[src/rtl/mips16_core_param.sv]
// Parametrised multi-cycle MIPS-style core: 16-bit encodings, DW-bit datapath,
// loadable instruction memory, eight registers (r0 = 0), start/busy/halted control.
module mips16_core_param #(
  parameter int DW      = 16,
  parameter int IMEM_AW = 4
) (
  input  logic               clk,
  input  logic               rst,
  input  logic               start_i,
  input  logic               prog_we_i,
  input  logic [IMEM_AW-1:0] prog_addr_i,
  input  logic [15:0]        prog_data_i,
  output logic [DW-1:0]      result_o,
  output logic               wb_valid_o,
  output logic [2:0]         wb_rd_o,
  output logic [IMEM_AW-1:0] pc_o,
  output logic               busy_o,
  output logic               halted_o
);
  localparam int IMEM_DEPTH = 2 ** IMEM_AW;
  localparam logic [IMEM_AW-1:0] PC_ONE = IMEM_AW'(1);

  typedef enum logic [1:0] {S_IDLE, S_FETCH, S_EXEC, S_HALT} state_t;

  state_t             state_q;
  logic [IMEM_AW-1:0] pc_q, pc_d;
  logic [15:0]        ir_q;
  logic [15:0]        imem_q [IMEM_DEPTH];
  logic [DW-1:0]      rf_q [8];
  logic [DW-1:0]      result_q, alu_d;
  logic [2:0]         wb_rd_q;
  logic               wb_valid_q, wr_en_d;
  logic               busy_q, halted_q;

  logic [3:0]         op;
  logic [2:0]         rd, rs, rt;
  logic [DW-1:0]      rdVal, rsVal, rtVal, simm;
  logic [IMEM_AW-1:0] simmPc, brTarget;
  logic               progAllowed;

  assign op    = ir_q[15:12];
  assign rd    = ir_q[11:9];
  assign rs    = ir_q[8:6];
  assign rt    = ir_q[5:3];
  assign rdVal = rf_q[rd];
  assign rsVal = rf_q[rs];
  assign rtVal = rf_q[rt];
  assign simm  = {{(DW-6){ir_q[5]}}, ir_q[5:0]};

  // Branch offset is sign-extended then truncated so targets wrap modulo the memory depth.
  assign simmPc   = IMEM_AW'({{10{ir_q[5]}}, ir_q[5:0]});
  assign brTarget = pc_q + PC_ONE + simmPc;

  assign progAllowed = (state_q == S_IDLE) || (state_q == S_HALT);

  // Memory has no reset so a program survives rst.
  always_ff @(posedge clk) begin
    if (prog_we_i && progAllowed) imem_q[prog_addr_i] <= prog_data_i;
  end

  always_comb begin
    alu_d   = '0;
    wr_en_d = 1'b0;
    pc_d    = pc_q + PC_ONE;
    case (op)
      4'h0: begin alu_d = rsVal + rtVal; wr_en_d = 1'b1; end
      4'h1: begin alu_d = rsVal - rtVal; wr_en_d = 1'b1; end
      4'h2: begin alu_d = rsVal + simm;  wr_en_d = 1'b1; end
      4'h3: begin alu_d = rsVal & rtVal; wr_en_d = 1'b1; end
      4'h4: begin alu_d = rsVal | rtVal; wr_en_d = 1'b1; end
      4'h5: begin alu_d = rsVal ^ rtVal; wr_en_d = 1'b1; end
      4'h6: begin
        alu_d   = ($signed(rsVal) < $signed(rtVal)) ? DW'(1) : '0;
        wr_en_d = 1'b1;
      end
      4'h7: if (rdVal == rsVal) pc_d = brTarget;
      4'h8: pc_d = ir_q[IMEM_AW-1:0];
      4'hF: pc_d = pc_q;
      default: ;
    endcase
  end

  // rf_q[0] is never written, so r0 reads zero without a read-side mux.
  always_ff @(posedge clk or posedge rst) begin
    if (rst) begin
      state_q    <= S_IDLE;
      pc_q       <= '0;
      ir_q       <= '0;
      result_q   <= '0;
      wb_rd_q    <= '0;
      wb_valid_q <= 1'b0;
      busy_q     <= 1'b0;
      halted_q   <= 1'b0;
      for (int i = 0; i < 8; i++) rf_q[i] <= '0;
    end else begin
      wb_valid_q <= 1'b0;
      case (state_q)
        S_IDLE, S_HALT: begin
          if (start_i) begin
            state_q  <= S_FETCH;
            pc_q     <= '0;
            busy_q   <= 1'b1;
            halted_q <= 1'b0;
          end
        end
        S_FETCH: begin
          ir_q    <= imem_q[pc_q];
          state_q <= S_EXEC;
        end
        S_EXEC: begin
          pc_q <= pc_d;
          if (op == 4'hF) begin
            state_q  <= S_HALT;
            busy_q   <= 1'b0;
            halted_q <= 1'b1;
          end else begin
            state_q <= S_FETCH;
          end
          if (wr_en_d) begin
            result_q   <= alu_d;
            wb_rd_q    <= rd;
            wb_valid_q <= 1'b1;
            if (rd != 3'd0) rf_q[rd] <= alu_d;
          end
        end
        default: state_q <= S_IDLE;
      endcase
    end
  end

  assign result_o   = result_q;
  assign wb_valid_o = wb_valid_q;
  assign wb_rd_o    = wb_rd_q;
  assign pc_o       = pc_q;
  assign busy_o     = busy_q;
  assign halted_o   = halted_q;

endmodule

[config.mk]
export PLATFORM = sky130hd
export DESIGN_NAME = mips16_core_param
export DESIGN_NICKNAME = d
export VERILOG_FILES = /design/src/rtl/mips16_core_param.sv
export SDC_FILE = /design/constraint.sdc
export NUM_CORES = 1
export LEC_CHECK = 0
export ABC_AREA = 1
export CAP_MARGIN = 10
export CORE_AREA = 8 8 211 213
export CTS_CLUSTER_DIAMETER = 120
export DETAILED_ROUTE_END_ITERATION = 6
export DIE_AREA = 0 0 219 221
export GPL_TIMING_DRIVEN = 1
export PLACE_DENSITY_LB_ADDON = 0.2
export REMOVE_ABC_BUFFERS = 1
export SETUP_SLACK_MARGIN = 0.4
export SYNTH_ARGS = -nofsm -noshare
export SYNTH_HDL_FRONTEND = slang
export SYNTH_SLANG_ARGS = --single-unit
[constraint.sdc]
create_clock -name clk -period 5 [get_ports clk]
set_input_delay 0.75 -clock clk [delete_from_list [all_inputs] [get_ports clk]]
set_output_delay 0.75 -clock clk [all_outputs]
set_load 0.05 [all_outputs]
==> flow_metrics.py <==
metrics = {
    "grt": {
        "antenna_found_initial": 0,
        "grt_pass1_wl_um": 107000,
        "grt.overflow.total": 0,
        "grt_pass1_vias": 19800,
        "globalRouteTotalUtil_pct": 27.6,
        "grt_max_degree": 99,
    },
    "clocking": {
        "cts_root_buf": "clkbuf_16",
        "clockBufferDepth": 3,
        "cts_hold_buf": 0,
        "clk_pin_slew_ns": 0.06,
        "h-tree-depth": 2,
        "cts_buffers": 45,
        "tritoncts": "yes",
        "ctsResizeCount": 0,
        "post_cts.repair.setup_buffers": 0,
        "clkSinkCount": 428,
        "clkLatencyLatePin_ns": 0.60,
    },
    "outcome": {
        "status": "complete, no violations",
    },
    "synthesis": {
        "ys_async_sr_fraction_pct": 40.2,
        "synth_cell_types": 42,
        "ys_ff_latch": 428,
        "yosys.area.top_type_share_pct": 33.2,
        "synthesis.area_um2": 23100,
        "ys.flop_type": "edfxtp_1",
        "synth_area_leader_cell": "edfxtp_1",
        "synth_warnings": 0,
        "synth_edf_count": 256,
        "ys_seq_area_share_pct": 51.8,
        "synth_cells": 2801,
        "synth_area_leaders": "edfxtp_1 (33%), dfrtp_1 (19%), nand2_1 (12%), o21ai_0 (8.0%), nand3_1 (4.5%)",
        "syn_avg_cell_area_um2": 8.26,
    },
    "drt": {
        "first_pass_iters": 6,
        "wl_per_cell_um": 20.1,
        "drt_wl_total_um": 67700,
        "viasPerCell": 5.96,
        "vias": 20000,
        "drt_iter0_drc": 2278,
        "drc": 0,
        "ant_nets": 0,
    },
    "timing": {
        "drv_slew": 0,
        "worst_slew_pin_slew_ns": 1.28,
        "final.setup_skew_ns": 0.0164,
        "relSlewSlack_pct": 14.3,
        "rsz0062_at_grt": "no",
        "min_period_ns": 4.18,
        "setup_viol": 0,
        "min_period_over_period_pct": 83.6,
        "timing.hold.ws_ns": 0.394,
        "tns_ns": 0,
        "fmax_mhz": 239,
        "finalHoldViolCount": 0,
    },
    "critical_path": {
        "crit_arrival_ns": 4.60,
        "crit_family": "simple AND/OR/NAND/NOR gates",
        "crit_type": "reg -> reg",
        "rrSetupSlack_ns": 0.82,
        "path_cells": "inv_2 > a21oi_1 > o21ai_0 > nand2_1 > nand2_1 > o21ai_0 > ha_1 > fa_1 > o21ai_0 > nand4_1 > nand3_1 > nand4_1 > o2111ai_1 > nand3_1 > nand2_1 > o21ai_0",
        "cp_max_fo": 26,
        "r2r-end": "rf_q[64]$_DFFE_PP0P_",
        "crit_top_cell": "o21ai_0",
        "worstSetupStartpoint": "ir_q[3]$_DFFE_PP0N_",
        "r2r-start": "ir_q[3]$_DFFE_PP0N_",
        "crit_buf_inv": 1,
        "max_stage_delay_ns": 0.51,
        "startpoint_type": "flip-flop",
        "crit_required_ns": 5.42,
        "ff2ff_path_depth": 16,
        "cp_slowest_cell": "o21ai_0",
        "worst_setup_path_end_kind": "flip-flop",
    },
    "min_path": {
        "hold_class": "reg -> reg",
        "holdPathEnd": "rf_q[126]$_DFFE_PP0P_",
        "hold_start": "rf_q[126]$_DFFE_PP0P_",
        "hold_depth": 0,
    },
    "floorplanning": {
        "fp.dieH_um": 221,
        "core_um2": 41300,
        "start_util_pct": 56.1,
        "io-pin-count": 50,
        "die-area_um2": 48400,
        "die_w_um": 219,
        "rows": 75,
    },
    "finish": {
        "multi_input_area_um2": 9510,
        "nNetsFinal": 2880,
        "fill_cells": 3479,
        "seqCellArea_um2": 12000,
        "area_delta_synth_final_pct": 10.6,
        "drive_above_1_share_pct": 6.03,
        "diodes": 0,
    },
    "power_and_ir_drop": {
        "power_density_nw_per_um2": 698,
        "vdd_drop_max_uv": 366,
        "power.leakage_nw": 11.2,
        "power_w": 0.0179,
    },
    "placement": {
        "portBuffers": 49,
        "dp_hpwl_um": 42700,
        "routabilityCongestion": 0.959,
    },
    "job": {
        "drv_cap": 0,
    },
}
kinds of logic after synthesis:
logic type | Yosys count | share of synthesized area [%]
adder cells (fa/ha/maj) | 72 | 3.99
AND/OR/NAND/NOR | 1224 | 21.4
buffers and inverters | 436 | 7.35
flip-flops | 428 | 51.8
XOR/XNOR | 5 | 0.189
AO/OA/AOI/OAI | 636 | 15.3
registers in the layout, indices dropped and copies added (netlist names):
signal,flops
busy_o,1
halted_o,1
imem_q,256
ir_q,16
pc_o,4
result_o,16
rf_q,128
state_q,2
wb_rd_o,3
wb_valid_o,1
how the worst max path moves through the flow:
stage	end	slack (ns)	cells after the start
finish	rf_q[64]$_DFFE_PP0P_	0.82	16
global route	rf_q[94]$_DFFE_PP0P_	0.48	21
CTS	rf_q[64]$_DFFE_PP0P_	0.89	16
detailed placement	rf_q[64]$_DFFE_PP0P_	0.89	16
global placement	rf_q[74]$_DFFE_PP0P_	0.99	19
floorplan	pc_o[2]$_DFFE_PP0P_	-1.08	9
worst register-to-register path, cell delays in order (launching register included):
cell,delay [ns]
dfrtp_2,0.42
inv_2,0.40
a21oi_1,0.14
o21ai_0,0.10
nand2_1,0.09
nand2_1,0.06
o21ai_0,0.17
ha_1,0.30
fa_1,0.48
o21ai_0,0.51
nand4_1,0.24
nand3_1,0.20
nand4_1,0.10
o2111ai_1,0.17
nand3_1,0.37
nand2_1,0.14
o21ai_0,0.11
metrics by stage:
stage               std cells  instance area, µm²  util, %  setup slack, ns
floorplan                2633               22400        -            -1.08
global placement         3276               24100     58.4            0.987
detailed placement       3276               24100     58.4            0.894
CTS                      3359               25600     62.0            0.888
global route             3359               25600     62.0            0.478
finish                   3359               25600     62.0            0.818
power breakdown:
| group | internal, W | leakage, nW | switching, W |
|---|---|---|---|
| Sequential | 0.00427 | 4.62 | 0.000365 |
| Combinational | 0.00297 | 5.85 | 0.00688 |
| Clock | 0.00195 | 0.726 | 0.00145 |
area by class of cell:
cell class	instances	share of cell area, %
Tap cell	539	2.63
Clock inverter	24	1.16
Inverter	268	3.95
Sequential cell	428	46.9
Timing Repair Buffer	104	3.63
Multi-Input combinational cell	1937	37.1
Clock buffer	59	4.64
cells in the final DEF, fill, tap and decap left out, types with 49 or more instances in the layout:
cell | Yosys | routed
nor2_1 | 226 | 208
inv_1 | 258 | 255
a21oi_1 | 118 | 118
nand3_1 | 207 | 207
clkdlybuf4s50_1 | 0 | 49
o21ai_0 | 372 | 372
ha_1 | 69 | 69
edfxtp_1 | 256 | 256
dfrtp_1 | 172 | 167
nand2_1 | 752 | 752
buf_4 | 6 | 53
metal layers:
| layer | vias up | share of wire [%] | wire [µm] | GRT usage [%] |
|---|---|---|---|---|
| li1 | 9376 | - | - | - |
| met1 | 9476 | 40 | 27000 | 34.7 |
| met2 | 939 | 47 | 32000 | 45.9 |
| met4 | 0 | 5.1 | 3450 | 14.3 |
| met3 | 233 | 7.8 | 5250 | 4.05 |
| met5 | - | 0 | 0 | 0 |
cells in the mapped netlist (7+ instances only):
library cell,count
nand2_1,752
o21ai_0,372
inv_1,258
edfxtp_1,256
nor2_1,226
nand3_1,207
dfrtp_1,172
clkbuf_1,129
a21oi_1,118
ha_1,69
o221ai_1,44
o22ai_1,36
buf_2,21
a31oi_1,20
o211ai_1,18
nand4_1,17
buf_1,10
nor3_1,8
inv_2,7
Note: power is estimated with default switching activity, not from simulation.
